File: src/rtl/uart_pkg.sv
// Shared definitions for the UART command framer: byte width, transceiver
// bit period, and the RX / TX framer state encodings.
// No ports (package only).
package uart_pkg;

   localparam int BYTE_W   = 8;
   // Bit period of the serial link in clk cycles.
   localparam int BAUD_DIV = 16;

   typedef enum logic {
      RX_IDLE    = 1'b0,
      RX_COLLECT = 1'b1
   } rx_state_t;

   typedef enum logic [1:0] {
      TX_IDLE = 2'd0,
      TX_SEND = 2'd1,
      TX_WAIT = 2'd2
   } tx_state_t;

endpackage

File: src/rtl/uart_cmd_frame_uart.sv
// Byte-level UART transceiver, 8N1, DIV clk cycles per bit.
// Ports: RX/TX serial lines; rx_data/rx_rdy (level, cleared by clr_rx_rdy);
// trmt starts sending tx_data, tx_done pulses once the stop bit has been sent.
module uart_cmd_frame_uart
   import uart_pkg::*;
#(
   parameter int DIV = 16
) (
   input  logic              clk,
   input  logic              rst_n,
   input  logic              RX,
   output logic              TX,
   output logic [BYTE_W-1:0] rx_data,
   output logic              rx_rdy,
   input  logic              clr_rx_rdy,
   input  logic              trmt,
   input  logic [BYTE_W-1:0] tx_data,
   output logic              tx_done
);

   localparam int BW = (DIV > 2) ? $clog2(DIV) : 1;
   localparam logic [BW-1:0] BAUD_MAX  = BW'(DIV - 1);
   localparam logic [BW-1:0] BAUD_HALF = BW'(DIV / 2);

   // ---------------- receiver ----------------
   logic [1:0]        rx_sync;
   logic              rx_busy;
   logic [BW-1:0]     rx_baud;
   logic [3:0]        rx_bits;
   logic [BYTE_W-1:0] rx_shift;

   // Sample points: start bit at mid-bit, then 8 data bits and the stop bit.
   // The start sample falls off the end of the 8-bit shifter, so after the
   // ninth sample the shifter holds exactly the data bits, LSB at [0].
   always_ff @(posedge clk) begin
      if (!rst_n) begin
         rx_sync  <= 2'b11;
         rx_busy  <= 1'b0;
         rx_baud  <= '0;
         rx_bits  <= '0;
         rx_shift <= '0;
         rx_data  <= '0;
         rx_rdy   <= 1'b0;
      end else begin
         rx_sync <= {rx_sync[0], RX};
         if (clr_rx_rdy) rx_rdy <= 1'b0;
         if (!rx_busy) begin
            if (!rx_sync[1]) begin
               rx_busy <= 1'b1;
               rx_baud <= BAUD_HALF;
               rx_bits <= '0;
            end
         end else if (rx_baud != '0) begin
            rx_baud <= rx_baud - 1'b1;
         end else begin
            rx_baud  <= BAUD_MAX;
            rx_shift <= {rx_sync[1], rx_shift[BYTE_W-1:1]};
            rx_bits  <= rx_bits + 1'b1;
            if (rx_bits == 4'd9) begin
               rx_busy <= 1'b0;
               rx_data <= rx_shift;
               rx_rdy  <= 1'b1;
            end
         end
      end
   end

   // ---------------- transmitter ----------------
   logic [9:0]    tx_shift;
   logic          tx_busy;
   logic [BW-1:0] tx_baud;
   logic [3:0]    tx_bits;

   always_ff @(posedge clk) begin
      if (!rst_n) begin
         tx_shift <= '1;
         tx_busy  <= 1'b0;
         tx_baud  <= '0;
         tx_bits  <= '0;
         tx_done  <= 1'b0;
      end else begin
         tx_done <= 1'b0;
         if (!tx_busy) begin
            if (trmt) begin
               tx_shift <= {1'b1, tx_data, 1'b0};
               tx_busy  <= 1'b1;
               tx_baud  <= BAUD_MAX;
               tx_bits  <= '0;
            end
         end else if (tx_baud != '0) begin
            tx_baud <= tx_baud - 1'b1;
         end else begin
            tx_baud  <= BAUD_MAX;
            tx_shift <= {1'b1, tx_shift[9:1]};
            tx_bits  <= tx_bits + 1'b1;
            if (tx_bits == 4'd9) begin
               tx_busy <= 1'b0;
               tx_done <= 1'b1;
            end
         end
      end
   end

   assign TX = tx_shift[0];

endmodule

File: src/rtl/uart_cmd_frame.sv
// Command framer over a UART: assembles CMD_BYTES received bytes into cmd,
// and serialises a RESP_BYTES response word MSB byte first.
// Ports: clk/rst, RX/TX serial; cmd/cmd_rdy/clr_cmd_rdy, resp/trmt/tx_busy/tx_done,
// frame_err (inter-byte timeout) and overrun (command dropped) pulses.
module uart_cmd_frame
   import uart_pkg::*;
#(
   parameter int CMD_BYTES  = 2,
   parameter int RESP_BYTES = 1,
   parameter int TIMEOUT    = 1000000
) (
   input  logic                    clk,
   input  logic                    rst,
   input  logic                    RX,
   output logic                    TX,
   output logic [8*CMD_BYTES-1:0]  cmd,
   output logic                    cmd_rdy,
   input  logic                    clr_cmd_rdy,
   input  logic [8*RESP_BYTES-1:0] resp,
   input  logic                    trmt,
   output logic                    tx_busy,
   output logic                    tx_done,
   output logic                    frame_err,
   output logic                    overrun
);

   localparam int CMD_W  = BYTE_W * CMD_BYTES;
   localparam int RESP_W = BYTE_W * RESP_BYTES;
   localparam int BCNT_W = $clog2(CMD_BYTES + 1);
   localparam int TCNT_W = $clog2(TIMEOUT + 1);
   localparam int TIDX_W = $clog2(RESP_BYTES + 1);
   localparam logic [BCNT_W-1:0] LAST_CMD_BYTE  = BCNT_W'(CMD_BYTES - 1);
   localparam logic [TCNT_W-1:0] TO_LAST        = TCNT_W'(TIMEOUT - 1);
   localparam logic [TIDX_W-1:0] LAST_RESP_BYTE = TIDX_W'(RESP_BYTES - 1);

   logic [BYTE_W-1:0] rx_data;
   logic              rx_rdy;
   logic              clr_rx_rdy;
   logic              u_trmt;
   logic [BYTE_W-1:0] u_tx_data;
   logic              u_tx_done;

   uart_cmd_frame_uart #(
      .DIV (BAUD_DIV)
   ) u_uart (
      .clk        (clk),
      .rst_n      (~rst),
      .RX         (RX),
      .TX         (TX),
      .rx_data    (rx_data),
      .rx_rdy     (rx_rdy),
      .clr_rx_rdy (clr_rx_rdy),
      .trmt       (u_trmt),
      .tx_data    (u_tx_data),
      .tx_done    (u_tx_done)
   );

   // ---------------- RX framer ----------------
   rx_state_t         rx_state, rx_state_nxt;
   logic [BCNT_W-1:0] byte_cnt;
   logic [TCNT_W-1:0] to_cnt;
   logic [CMD_W-1:0]  asm_q, asm_nxt;
   logic              last_byte, cmd_done, timeout_hit;

   always_ff @(posedge clk) begin
      if (rst) rx_state <= RX_IDLE;
      else     rx_state <= rx_state_nxt;
   end

   // In IDLE byte_cnt is 0, so last_byte there means a one-byte command.
   always_comb begin
      rx_state_nxt = rx_state;
      case (rx_state)
         RX_IDLE:    if (rx_rdy && !last_byte) rx_state_nxt = RX_COLLECT;
         RX_COLLECT: if ((rx_rdy && last_byte) || timeout_hit) rx_state_nxt = RX_IDLE;
         default:    rx_state_nxt = RX_IDLE;
      endcase
   end

   // A byte landing in the expiry cycle masks the timeout.
   always_comb begin
      clr_rx_rdy  = rx_rdy;
      last_byte   = (byte_cnt == LAST_CMD_BYTE);
      cmd_done    = rx_rdy && last_byte;
      timeout_hit = (rx_state == RX_COLLECT) && !rx_rdy && (to_cnt == TO_LAST);
      asm_nxt     = CMD_W'({asm_q, rx_data});
   end

   always_ff @(posedge clk) begin
      if (rst) begin
         byte_cnt  <= '0;
         to_cnt    <= '0;
         asm_q     <= '0;
         cmd       <= '0;
         cmd_rdy   <= 1'b0;
         frame_err <= 1'b0;
         overrun   <= 1'b0;
      end else begin
         frame_err <= timeout_hit;
         overrun   <= cmd_done && cmd_rdy && !clr_cmd_rdy;
         if (rx_rdy) begin
            asm_q    <= asm_nxt;
            to_cnt   <= '0;
            byte_cnt <= last_byte ? '0 : byte_cnt + 1'b1;
         end else if (timeout_hit) begin
            byte_cnt <= '0;
            to_cnt   <= '0;
         end else if (rx_state == RX_COLLECT) begin
            to_cnt <= to_cnt + 1'b1;
         end
         if (clr_cmd_rdy) cmd_rdy <= 1'b0;
         // A coincident acknowledge frees the slot, so the new command lands.
         if (cmd_done && !(cmd_rdy && !clr_cmd_rdy)) begin
            cmd     <= asm_nxt;
            cmd_rdy <= 1'b1;
         end
      end
   end

   // ---------------- TX sequencer ----------------
   tx_state_t         tx_state, tx_state_nxt;
   logic [RESP_W-1:0] resp_q;
   logic [TIDX_W-1:0] tx_idx;
   logic              last_resp;

   always_ff @(posedge clk) begin
      if (rst) tx_state <= TX_IDLE;
      else     tx_state <= tx_state_nxt;
   end

   always_comb begin
      tx_state_nxt = tx_state;
      case (tx_state)
         TX_IDLE: if (trmt) tx_state_nxt = TX_SEND;
         TX_SEND: tx_state_nxt = TX_WAIT;
         TX_WAIT: if (u_tx_done) tx_state_nxt = last_resp ? TX_IDLE : TX_SEND;
         default: tx_state_nxt = TX_IDLE;
      endcase
   end

   always_comb begin
      u_trmt    = (tx_state == TX_SEND);
      u_tx_data = resp_q[RESP_W-1 -: BYTE_W];
      tx_busy   = (tx_state != TX_IDLE);
      last_resp = (tx_idx == LAST_RESP_BYTE);
   end

   // resp is captured once; the captured copy is shifted so the byte on
   // the wire is always the top byte.
   always_ff @(posedge clk) begin
      if (rst) begin
         resp_q  <= '0;
         tx_idx  <= '0;
         tx_done <= 1'b0;
      end else begin
         tx_done <= (tx_state == TX_WAIT) && u_tx_done && last_resp;
         if (tx_state == TX_IDLE && trmt) begin
            resp_q <= resp;
            tx_idx <= '0;
         end else if (tx_state == TX_WAIT && u_tx_done && !last_resp) begin
            resp_q <= resp_q << BYTE_W;
            tx_idx <= tx_idx + 1'b1;
         end
      end
   end

endmodule

File: config.mk
export PLATFORM = sky130hd
export DESIGN_NAME = uart_cmd_frame
export DESIGN_NICKNAME = d
export VERILOG_FILES = /design/src/rtl/uart_pkg.sv /design/src/rtl/uart_cmd_frame_uart.sv /design/src/rtl/uart_cmd_frame.sv
export SDC_FILE = /design/constraint.sdc
export NUM_CORES = 1
export LEC_CHECK = 0
export ABC_AREA = 1
export CAP_MARGIN = 20
export CORE_MARGIN = 3
export CORE_UTILIZATION = 40
export DETAILED_ROUTE_END_ITERATION = 10
export SETUP_SLACK_MARGIN = 0.2
export SYNTH_ARGS = -nofsm -noshare
export SYNTH_HDL_FRONTEND = slang
export SYNTH_HIERARCHICAL = 1
export SYNTH_SLANG_ARGS = --single-unit
export TNS_END_PERCENT = 100
File: constraint.sdc
create_clock -name clk -period 1.62 [get_ports clk]
set_input_delay 0.324 -clock clk [delete_from_list [all_inputs] [get_ports clk]]
set_output_delay 0.324 -clock clk [all_outputs]
set_load 0.01 [all_outputs]
==> results of run 1 <==
## metal layers
metal / GRT usage, % / vias up
met1: 22.1 / 1900
met5: 0 / -
met3: 2.80 / 16
met4: 7.28 / 0
li1: - / 2138
met2: 25.7 / 84
## cell families after synthesis
kind of cell    count (synthesis)
simple gates                  344
flops                         109
buf+inv                        87
compound gates                 82
xor+xnor                       10
fa+ha+maj                       7
## worst reg2reg max path: stages, from the launching register on
cell and delay, ns:
dfxtp_4 0.37, ha_4 0.16, nand3_2 0.14, nor2_4 0.16, nand4_4 0.11, buf_4 0.17
nand2_4 0.11, nor2_1 0.06
## cells in the final DEF (no fill, tap or decap), types with 3 or more instances in the layout
master / netlist / layout
clkdlybuf4s50_1: 0 / 12
ha_1: 7 / 5
nand2_4: 1 / 3
nor2_2: 18 / 16
clkbuf_16: 0 / 9
nand3_2: 3 / 4
buf_4: 2 / 23
dfxtp_2: 0 / 10
nand4_1: 8 / 8
a21oi_1: 37 / 37
xnor2_1: 5 / 5
nand2_1: 124 / 123
inv_1: 61 / 61
nand3_1: 53 / 52
nand2_2: 4 / 4
dlygate4sd2_1: 0 / 21
or2_2: 6 / 6
xor2_1: 5 / 5
nor3_1: 8 / 7
dfxtp_1: 109 / 97
nor2_4: 4 / 10
nor2_1: 108 / 105
clkbuf_1: 10 / 3
o21ai_0: 41 / 41
## power by group through the flow
stage                     registers [W]  logic, W  clock network (W)
after global routing            0.00283  0.000506            0.00224
after CTS                       0.00282  0.000438            0.00215
after global placement          0.00288  0.000421                  0
final                           0.00282  0.000443            0.00210
after detailed placement        0.00288  0.000432                  0
after floorplan                 0.00287  0.000305                  0
## through the flow
stage	cell area [um^2]	cells	util, %	hold WS (ns)	power (W)
2_1_floorplan	4710	639	-	0.393	0.00317
3_3_place_gp	5280	812	47.2	0.396	0.00330
3_5_place_dp	5280	812	47.2	0.405	0.00331
4_1_cts	5620	835	50.3	0.423	0.00541
5_1_grt	5710	836	51.1	0.428	0.00558
6_report	5710	836	51.1	0.418	0.00536
## state kept, by name, summed over array words and instances (netlist names)
signal	flops
to_cnt	20
cmd	16
u_uart/tx_shift	9
asm_q	8
resp_q	8
u_uart/rx_data	8
u_uart/rx_shift	8
u_uart/rx_baud	4
u_uart/rx_bits	4
u_uart/tx_baud	4
u_uart/tx_bits	4
byte_cnt	2
tx_state	2
u_uart/rx_sync	2
cmd_rdy	1
frame_err	1
overrun	1
rx_state	1
tx_done	1
tx_idx	1
u_uart/rx_busy	1
u_uart/rx_rdy	1
u_uart/tx_busy	1
u_uart/tx_done	1
## cell usage after synthesis
cell	number	share of area (%)
clkbuf_1	10	0.80
nand4_2	1	0.27
buf_2	6	0.64
nor3b_1	1	0.16
o21ai_0	41	4.4
nand3_2	3	0.64
buf_6	1	0.24
inv_1	61	4.9
nand3_1	53	5.6
nand4_1	8	1.1
or2_0	2	0.27
o22ai_1	2	0.27
nand2_1	124	9.9
ha_1	7	1.9
nor4_1	1	0.13
nand3_4	2	0.74
clkinv_1	3	0.24
nor2_4	4	0.96
buf_4	2	0.32
a221oi_1	1	0.19
nor2_2	18	2.4
or2_2	6	0.80
o21a_1	1	0.16
nor3_1	8	0.85
xor2_1	5	0.93
nand2_2	4	0.53
dfxtp_1	109	46
buf_1	1	0.080
buf_12	1	0.43
inv_2	1	0.080
clkinv_2	1	0.11
nand2_4	1	0.24
xnor2_1	5	0.93
a21oi_1	37	3.9
nor2_1	108	8.6
## worst max-delay path by stage
stage | from | endpoint | cells past startpoint
finish | to_cnt[0] | to_cnt[13] | 7
global route | to_cnt[0] | to_cnt[11] | 7
CTS | tx_state[1] | tx_busy | 3
detailed placement | rst | to_cnt[1] | 5
global placement | rst | to_cnt[7] | 5
floorplan | rst | u_uart/rx_sync[0] | 7
## what timing repair did
| item | CTS | global route |
|---|---|---|
| pin swaps | 5 | 2 |
| setup buffers | 5 | 0 |
| setup endpoints to repair | 43 | 53 |
| gates resized for setup | 30 | 27 |
| endpoints found under the hold margin | 0 | 0 |
| cloned | 2 | 1 |
## final cells by class
cell class                 count  area [um^2]  area share [%]
timing repair buffer          59          522            9.14
clock buffer                  14          264            4.63
sequential                   109         2200            38.6
tap                          140          175            3.07
inverter                      66          254            4.45
clock inverter                 2         17.5           0.307
multi-input combinational    446         2270            39.8
==> impl_results.md, run 1 <==
- CP Buf/Inv Count: 1
- Final WL: 10300 um
- Metal2 WL: 4770 um
- Pre-CTS WS: -0.00300 ns
- Ys Warns: 6
- Site Rows: 38
- Int Pwr: 0.00408 W
- Area Growth Syn to Fin: 21.3%
- Setup ws final: 0.234 ns
- GPL Wtd Cong: 0.882
- Clock tree from TritonCTS: done
- Crit-path cells: ha_4 -> nand3_2 -> nor2_4 -> nand4_4 -> buf_4 -> nand2_4 -> nor2_1
- Mux contribution to synthesized area: 0%
- FF-to-FF End: to_cnt[13]
- Top delay family on crit path: simple AND/OR/NAND/NOR gates
- Reg2Reg Depth: 7
- Post-synthesis sequential area ratio: 46.4%
- Endpoints failing hold: 0
- Pins Over Slew Limit: 0
- Worst min path class: flip-flop to flip-flop
- Worst-path clk slew: 0.07 ns
- Worst setup path class: flip-flop to flip-flop
- Overall routing resource usage: 16.4%
- Synth Area in Simple Gates: 33.2%
- Initial Utilization: 42.1%
- Switching share of power: 23.9%
- Fmax: 0.721 GHz
- CTS root buf: clkbuf_16
- IO Pins: 35
- Core region area: 11200 um^2
- Fin nets: 711
- Number of global-route vias before repair: 3930
- Die height: 114 um
- Vias per inst: 4.95
- Post-synthesis register bit count: 109
- Max Cap Violations: 0
- Crit path arrival time: 1.63 ns
- Dpl hpwl: 7140 um
- Netlist cell types: 35
- Crit path largest cell delay: 0.37 ns
- Mean Syn Cell Area: 7.36 um^2
- Clock Power Share: 39.1%
- Post-synthesis adder-cell area fraction: 1.86%
- Clock buffers created by TritonCTS: 9
- Leakage: 2.43 nW
- Crit path required time: 1.86 ns
- Chip Width: 114 um
- Pwr Density: 939 nW/um^2
- Startpoint Class: flip-flop
- Hold_sp: u_uart/rx_sync[0]
- Crit Path Max Fanout: 5
- Metal-1 WL: 4980 um
- PortBufs: 34
- Worst Tran Pin Value: 0.289 ns
- Diodes inserted: 0
- Starting DRT DRC Count: 265
- CP endpoint kind: flip-flop
- Clock Skews: 0.00751 ns
- Wire per inst: 12.4 um
- Vias: 4138
- Final Cycle Share: 85.6%
- Top layer in use: met4
- Post-Synth XOR/XNOR Area: 1.86%
- CP max-delay cell: dfxtp_4
- Clock tree buffer depth: 2
- Post-route ant nets: 0
- Largest family of logic cells by synthesized area: simple AND/OR/NAND/NOR gates
- H-tree level count: 3
- First-pass GRT wire length: 17700 um
- Min cycle time layout: 1.39 ns
- Initial antenna violation count: 0
- Clock sink count: 109
- Sw Pwr: 0.00128 W
- Hold_buf cts: 0
- Die area: 13100 um^2
- Post-Syn Area: 4700 um^2
- Drt pass-1 iters: 5
- Final setup fails: 0
- Synth Area in Compound Gates: 8.91%
- Clk_lat worst skew: 0.35 ns
- Aggregate negative setup slack: 0 ns
- Unrepaired setup endpoints after global routing: true
- Slew margin rel.: 80.7%
- Hold path depth: 1
- Maximum vdd drop: 575 uV
- Syn_nets: 659
- Met3 WL: 371 um
- RR Startpoint: to_cnt[0]
- Gate Count Post-Synth: 639
- Largest net degree at the start of global routing: 25
- Hold Path Sink: u_uart/rx_sync[1]
- FILL cells: 1062
- Share of layout cells above drive strength 1: 15.1%
- Sequential Power Share: 52.6%
- DRC Markers: 0
- Reg2Reg Setup Slack: 0.23 ns
- Outcome: completed
- Comb pwr share: 8.3%
- Remaining Overflow, GRT: 0
No activity file was read; power rests on OpenSTA's default activity.
==> run 2: changes to the inputs <==
--- a/config.mk
+++ b/config.mk
@@ -8,8 +8,9 @@
 export ABC_AREA = 1
 export CAP_MARGIN = 20
 export CORE_MARGIN = 3
-export CORE_UTILIZATION = 40
+export CORE_UTILIZATION = 52
 export DETAILED_ROUTE_END_ITERATION = 10
+export PLACE_DENSITY = 0.75
 export SETUP_SLACK_MARGIN = 0.2
 export SYNTH_ARGS = -nofsm -noshare
 export SYNTH_HDL_FRONTEND = slang
==> impl_results.md, run 2 (synthesis gave the netlist of run 1 again) <==
- Final std cells w/o fill: 804 (was 836)
- Clock buffers created by TritonCTS: 9 (unchanged)
- Crit Path Max Fanout: 5 (unchanged)
- Hold Path Sink: u_uart/rx_sync[1] (unchanged)
- Worst-path clk slew: 0.10 ns (was 0.07 ns)
- Reg2Reg Setup Slack: 0.20 ns (was 0.23 ns)
- Leakage: 2.41 nW (was 2.43 nW)
- Share of layout cells above drive strength 1: 15.7% (was 15.1%)
- Pwr Density: 874 nW/um^2 (was 939 nW/um^2)
- Core region area: 8760 um^2 (was 11200 um^2)
- Reg2Reg Depth: 7 (unchanged)
- Design Area, Final: 5610 um^2 (was 5710 um^2)
- Clock tree from TritonCTS: done (unchanged)
- CP endpoint kind: flip-flop (unchanged)
- Outcome: completed (unchanged)
- Clock tree buffer depth: 2 (unchanged)
- Number of global-route vias before repair: 3802 (was 3930)
- Overall routing resource usage: 19.8% (was 16.4%)
- FF-to-FF End: u_uart/rx_busy (was to_cnt[13])
- Diodes inserted: 0 (unchanged)
- H-tree level count: 3 (unchanged)
- Wire per inst: 12.4 um (about the same)
- Area Growth Syn to Fin: 19.3% (was 21.3%)
- Hold_buf cts: 0 (unchanged)
- Vias: 4095 (was 4138)
- DRC Markers: 0 (unchanged)
- Placed Cells: 776 (was 812)
- Unrepaired setup endpoints after global routing: true (unchanged)
- Startpoint Class: flip-flop (unchanged)
- Final WL: 9960 um (was 10300 um)
- Max Cap Violations: 0 (unchanged)
- Clock Skews: 0.0112 ns (was 0.00751 ns)
- Crit path arrival time: 1.70 ns (was 1.63 ns)
- Most frequent cells in the layout: nand2_1, nor2_1, dfxtp_1 (unchanged)
- Clk_lat worst skew: 0.36 ns (was 0.35 ns)
- Crit path required time: 1.90 ns (was 1.86 ns)
- Worst Tran Pin Value: 0.497 ns (was 0.289 ns)
- Final Power: 0.00490 W (was 0.00536 W)
- Min cycle time layout: 1.42 ns (was 1.39 ns)
- IO Pins: 35 (unchanged)
- Aggregate negative setup slack: 0 ns (unchanged)
- Crit-path cells: inv_1 -> ha_1 -> nand3_1 -> nor2_4 -> buf_4 -> buf_4 -> nor3b_1 (was ha_4 -> nand3_2 -> nor2_4 -> nand4_4 -> buf_4 -> nand2_4 -> nor2_1)
- Final setup fails: 0 (unchanged)
- Clock sink count: 109 (unchanged)
- Final Cycle Share: 87.7% (was 85.6%)
- Remaining Overflow, GRT: 0 (unchanged)
- Dpl cell area: 5230 um^2 (was 5280 um^2)
- Endpoints failing hold: 0 (unchanged)
- Maximum vdd drop: 547 uV (was 575 uV)
- Die height: 101 um (was 114 um)
- GPL Wtd Cong: 0.833 (was 0.882)
- Critical Path Most Common Cell: buf_4
- PortBufs: 34 (unchanged)
- Largest registers: to_cnt: 20 flops, cmd: 16 flops, u_uart/tx_shift: 9 flops (unchanged)
- Chip Width: 101 um (was 114 um)
- Largest Register: to_cnt (unchanged)
- Dpl hpwl: 6840 um (was 7140 um)
- Initial Utilization: 53.7% (was 42.1%)
- Hold_sp: u_uart/rx_sync[0] (unchanged)
- First-pass GRT wire length: 16700 um (was 17700 um)
- Die area: 10200 um^2 (was 13100 um^2)
- Post-route ant nets: 0 (unchanged)
- Fmax: 0.704 GHz (was 0.721 GHz)
- Fin nets: 712 (was 711)
- Crit path largest cell delay: 0.39 ns (was 0.37 ns)
- Site Rows: 34 (was 38)
- Hold path depth: 1 (unchanged)
- Drt pass-1 iters: 4 (was 5)
- Largest net degree at the start of global routing: 31 (was 25)
- Worst min path class: flip-flop to flip-flop (unchanged)
- Worst setup path class: flip-flop to flip-flop (unchanged)
- Hold Worst Slack: 0.422 ns (was 0.418 ns)
- Commonest non-fill, non-tap cell in the layout: nand2_1 (unchanged)
- CTS root buf: clkbuf_8 (was clkbuf_16)
- Slew margin rel.: 66.8% (was 80.7%)
- CP max-delay cell: dfxtp_1 (was dfxtp_4)
- RR Startpoint: u_uart/rx_bits[1] (was to_cnt[0])
- Max FFs per register: 20 (unchanged)
- Top delay family on crit path: simple AND/OR/NAND/NOR gates (unchanged)
- Initial antenna violation count: 0 (unchanged)
- Vias per inst: 5.09 (was 4.95)
- Starting DRT DRC Count: 138 (was 265)
- Pins Over Slew Limit: 0 (unchanged)
- CP Buf/Inv Count: 3 (was 1)
run 2: metal layers:
metal | vias to the layer above | GRT usage, % | wire, um
met5 | - | 0 | 0
met4 | 0 | 4.81 | 114
met3 | 10 | 4.15 | 348
met2 | 60 | 33.1 | 4820
met1 | 1882 | 26.3 | 4680
li1 | 2143 | - | -
run 2: worst reg2reg max path, delay by kind of cell, from the launching register on:
kind / cells / cell delay [ns]
simple gates: 3 / 0.45
flops: 1 / 0.39
buf+inv: 3 / 0.32
fa+ha+maj: 1 / 0.17
run 2: where the power goes:
part,switching (W),internal [W]
Clock,0.000915,0.000717
Combinational,0.000266,0.000187
Sequential,0.0000566,0.00276
run 2: worst max path at each step:
stage	startpoint	endpoint	slack, ns	depth (start not counted)
floorplan	rst	u_uart/rx_sync[0]	0.22	7
global placement	rst	to_cnt[2]	0.009	5
detailed placement	rst	to_cnt[6]	-0.04	5
CTS	tx_state[0]	tx_busy	0.14	3
global route	u_uart/rx_bits[1]	u_uart/rx_busy	0.15	7
finish	u_uart/rx_bits[1]	u_uart/rx_busy	0.20	7
run 2: metrics by stage:
stage / worst slack, ns / util [%]
6_report: 0.200 / 64.0
5_1_grt: 0.145 / 64.0
4_1_cts: 0.140 / 62.8
3_5_place_dp: -0.0388 / 59.7
3_3_place_gp: 0.00867 / 59.7
2_1_floorplan: 0.222 / -
run 2: cell type report:
class / count / area (um^2)
fill: 758 / 3150
multi-input combinational: 446 / 2270
sequential: 109 / 2200
timing repair buffer: 60 / 558
inverter: 66 / 254
tap: 108 / 135
clock buffer: 10 / 128
clock inverter: 5 / 60.1
run 2: timing repair:
| action | in CTS | in global routing |
|---|---|---|
| resized for setup | 33 | 26 |
| setup buffers | 7 | 3 |
| cloned | 2 | 1 |
| setup endpoints to repair | 44 | 44 |
| pin swaps | 5 | 3 |
==> run 3: changes to the inputs <==
--- a/config.mk
+++ b/config.mk
@@ -8,9 +8,11 @@
 export ABC_AREA = 1
 export CAP_MARGIN = 20
 export CORE_MARGIN = 3
-export CORE_UTILIZATION = 52
+export CORE_UTILIZATION = 55
+export CTS_BUF_LIST = sky130_fd_sc_hd__clkbuf_2 sky130_fd_sc_hd__clkbuf_4 sky130_fd_sc_hd__clkbuf_8
 export DETAILED_ROUTE_END_ITERATION = 10
-export PLACE_DENSITY = 0.75
+export HOLD_SLACK_MARGIN = 0.08
+export PLACE_DENSITY = 0.79
 export SETUP_SLACK_MARGIN = 0.2
 export SYNTH_ARGS = -nofsm -noshare
 export SYNTH_HDL_FRONTEND = slang
==> impl_results.md, run 3 (synthesis gave the netlist of run 1 again) <==
- Clock tree buffer depth: 2 (unchanged)
- Vias per inst: 5.25 (was 5.09)
- Comb pwr share: 8.8% (was 9.2%)
- Initial Utilization: 57.0% (was 53.7%)
- Maximum vdd drop: 549 uV (was 547 uV)
- Clock Power Share: 35.4% (was 33.3%)
- Share of layout cells above drive strength 1: 15.8% (was 15.7%)
- Worst-path clk slew: 0.10 ns (about the same)
- Final Power: 0.00504 W (was 0.00490 W)
- DRC Markers: 0 (unchanged)
- CTS root buf: clkbuf_8 (unchanged)
- Clock sink count: 109 (unchanged)
- First-pass GRT wire length: 17100 um (was 16700 um)
- Largest Register: to_cnt (unchanged)
- Final setup fails: 0 (unchanged)
- Overall routing resource usage: 21.0% (was 19.8%)
- Die height: 98.5 um (was 101 um)
- Met2 usage: 36.3% (was 33.1%)
- Die area: 9700 um^2 (was 10200 um^2)
- Worst Tran Pin Value: 0.429 ns (was 0.497 ns)
- Sw Pwr: 0.00121 W (was 0.00124 W)
- Commonest non-fill, non-tap cell in the layout: nand2_1 (unchanged)
- Crit path arrival time: 1.68 ns (was 1.70 ns)
- Met1 usage: 25.9% (was 26.3%)
- Met3 global-route usage: 4.60% (was 4.15%)
- Core region area: 8260 um^2 (was 8760 um^2)
- Dpl hpwl: 6760 um (was 6840 um)
- Switching share of power: 24.0% (was 25.2%)
- Drt pass-1 iters: 7 (was 4)
- Outcome: completed (unchanged)
- Initial antenna violation count: 0 (unchanged)
- Int Pwr: 0.00383 W (was 0.00367 W)
- CP endpoint kind: flip-flop (unchanged)
- Chip Width: 98.5 um (was 101 um)
- Crit path required time: 1.88 ns (was 1.90 ns)
- Wire per inst: 13.0 um (was 12.4 um)
- Final WL: 10400 um (was 9960 um)
- Fin nets: 710 (was 712)
- PortBufs: 34 (unchanged)
- Min cycle time layout: 1.42 ns (about the same)
- Starting DRT DRC Count: 220 (was 138)
- Pwr Density: 895 nW/um^2 (was 874 nW/um^2)
- GPL Wtd Cong: 0.845 (was 0.833)
- Clock buffers created by TritonCTS: 9 (unchanged)
- Startpoint Class: flip-flop (unchanged)
- Pins Over Slew Limit: 0 (unchanged)
- Sequential Power Share: 55.9% (was 57.5%)
- Post-route ant nets: 0 (unchanged)
- Site Rows: 33 (was 34)
- Largest registers: to_cnt: 20 flops, cmd: 16 flops, u_uart/tx_shift: 9 flops (unchanged)
- Most frequent cells in the layout: nand2_1, nor2_1, dfxtp_1 (unchanged)
- Fmax: 0.702 GHz (was 0.704 GHz)
- Clk_lat worst skew: 0.36 ns (about the same)
- Crit Path Max Fanout: 4 (was 5)
- Slew margin rel.: 71.3% (was 66.8%)
- Aggregate negative setup slack: 0 ns (unchanged)
- Final Cycle Share: 87.9% (was 87.7%)
- Vias: 4199 (was 4095)
- Worst min path class: flip-flop to flip-flop (unchanged)
- Leakage: 2.42 nW (was 2.41 nW)
- Number of global-route vias before repair: 3928 (was 3802)
- Diodes inserted: 0 (unchanged)
- Top Usage Layer GRT: met2 (unchanged)
- Worst setup path class: flip-flop to flip-flop (unchanged)
- Remaining Overflow, GRT: 0 (unchanged)
- Hold_buf cts: 0 (unchanged)
- Endpoints failing hold: 0 (unchanged)
- Unrepaired setup endpoints after global routing: true (unchanged)
- H-tree level count: 3 (unchanged)
- Clock tree from TritonCTS: done (unchanged)
- IO Pins: 35 (unchanged)
- Area Growth Syn to Fin: 19.6% (was 19.3%)
- Clock Skews: 0.0123 ns (was 0.0112 ns)
- Largest net degree at the start of global routing: 45 (was 31)
- Max FFs per register: 20 (unchanged)
- Max Cap Violations: 0 (unchanged)
run 3: changes by cell type in the layout (fill, tap and decap cells not counted), moves of 2 or more:
cell and delta:
dfxtp_2 -4, dfxtp_4 +3, nor2_4 +3, nor2_1 -2, nand3_2 +2, buf_12 -2, nor2_2 -2
run 3: critical path, stage by stage, from the launching register on:
cell     delay, ns
dfxtp_4       0.39
ha_4          0.17
nand3_2       0.14
nor2_4        0.15
nand4_4       0.13
buf_4         0.19
nand2_4       0.10
nor2_2        0.04
run 3: stage by stage:
step | util, % | instance area, um^2 | hold WS [ns] | setup slack [ns] | std cells
final | 68.1 | 5630 | 0.425 | 0.196 | 800
after global routing | 68.1 | 5630 | 0.460 | 0.148 | 800
after CTS | 67.0 | 5530 | 0.430 | 0.138 | 796
after detailed placement | 63.0 | 5200 | 0.405 | -0.0383 | 773
after global placement | 63.0 | 5200 | 0.396 | 0.000449 | 773
after floorplan | - | 4710 | 0.393 | 0.222 | 639
run 3: power by group through the flow:
stage	registers (W)	clock network, W	logic (W)
floorplan	0.00287	0	0.000305
global placement	0.00287	0	0.000408
detailed placement	0.00288	0	0.000426
CTS	0.00282	0.00181	0.000438
global route	0.00283	0.00191	0.000502
finish	0.00281	0.00178	0.000442
run 3: repair_timing:
action	4_1_cts	5_1_grt
endpoints found under the setup margin	45	32
setup buffers	4	4
cloned	3	0
gates resized for setup	39	25
pin swaps	7	4
run 3: metal layers:
metal | part of all wire [%] | up-vias
met1 | 44 | 1920
li1 | - | 2142
met5 | 0 | -
met2 | 50 | 114
met4 | 1.8 | 0
met3 | 4.4 | 23
run 3: area by class of cell:
type | count | area (um^2)
Clock buffer | 10 | 131
Clock inverter | 6 | 86.3
Fill cell | 687 | 2630
Inverter | 66 | 250
Multi-Input combinational cell | 446 | 2310
Sequential cell | 109 | 2210
Tap cell | 105 | 131
Timing Repair Buffer | 58 | 514
run 3: final timing paths:
check,endpoint,slack [ns],depth (start not counted),start
setup / recovery,to_cnt[4],0.20,7,to_cnt[0]
setup reg to reg,to_cnt[4],0.20,7,to_cnt[0]
hold / removal,u_uart/rx_sync[1],0.42,1,u_uart/rx_sync[0]
hold reg to reg,u_uart/rx_sync[1],0.42,1,u_uart/rx_sync[0]
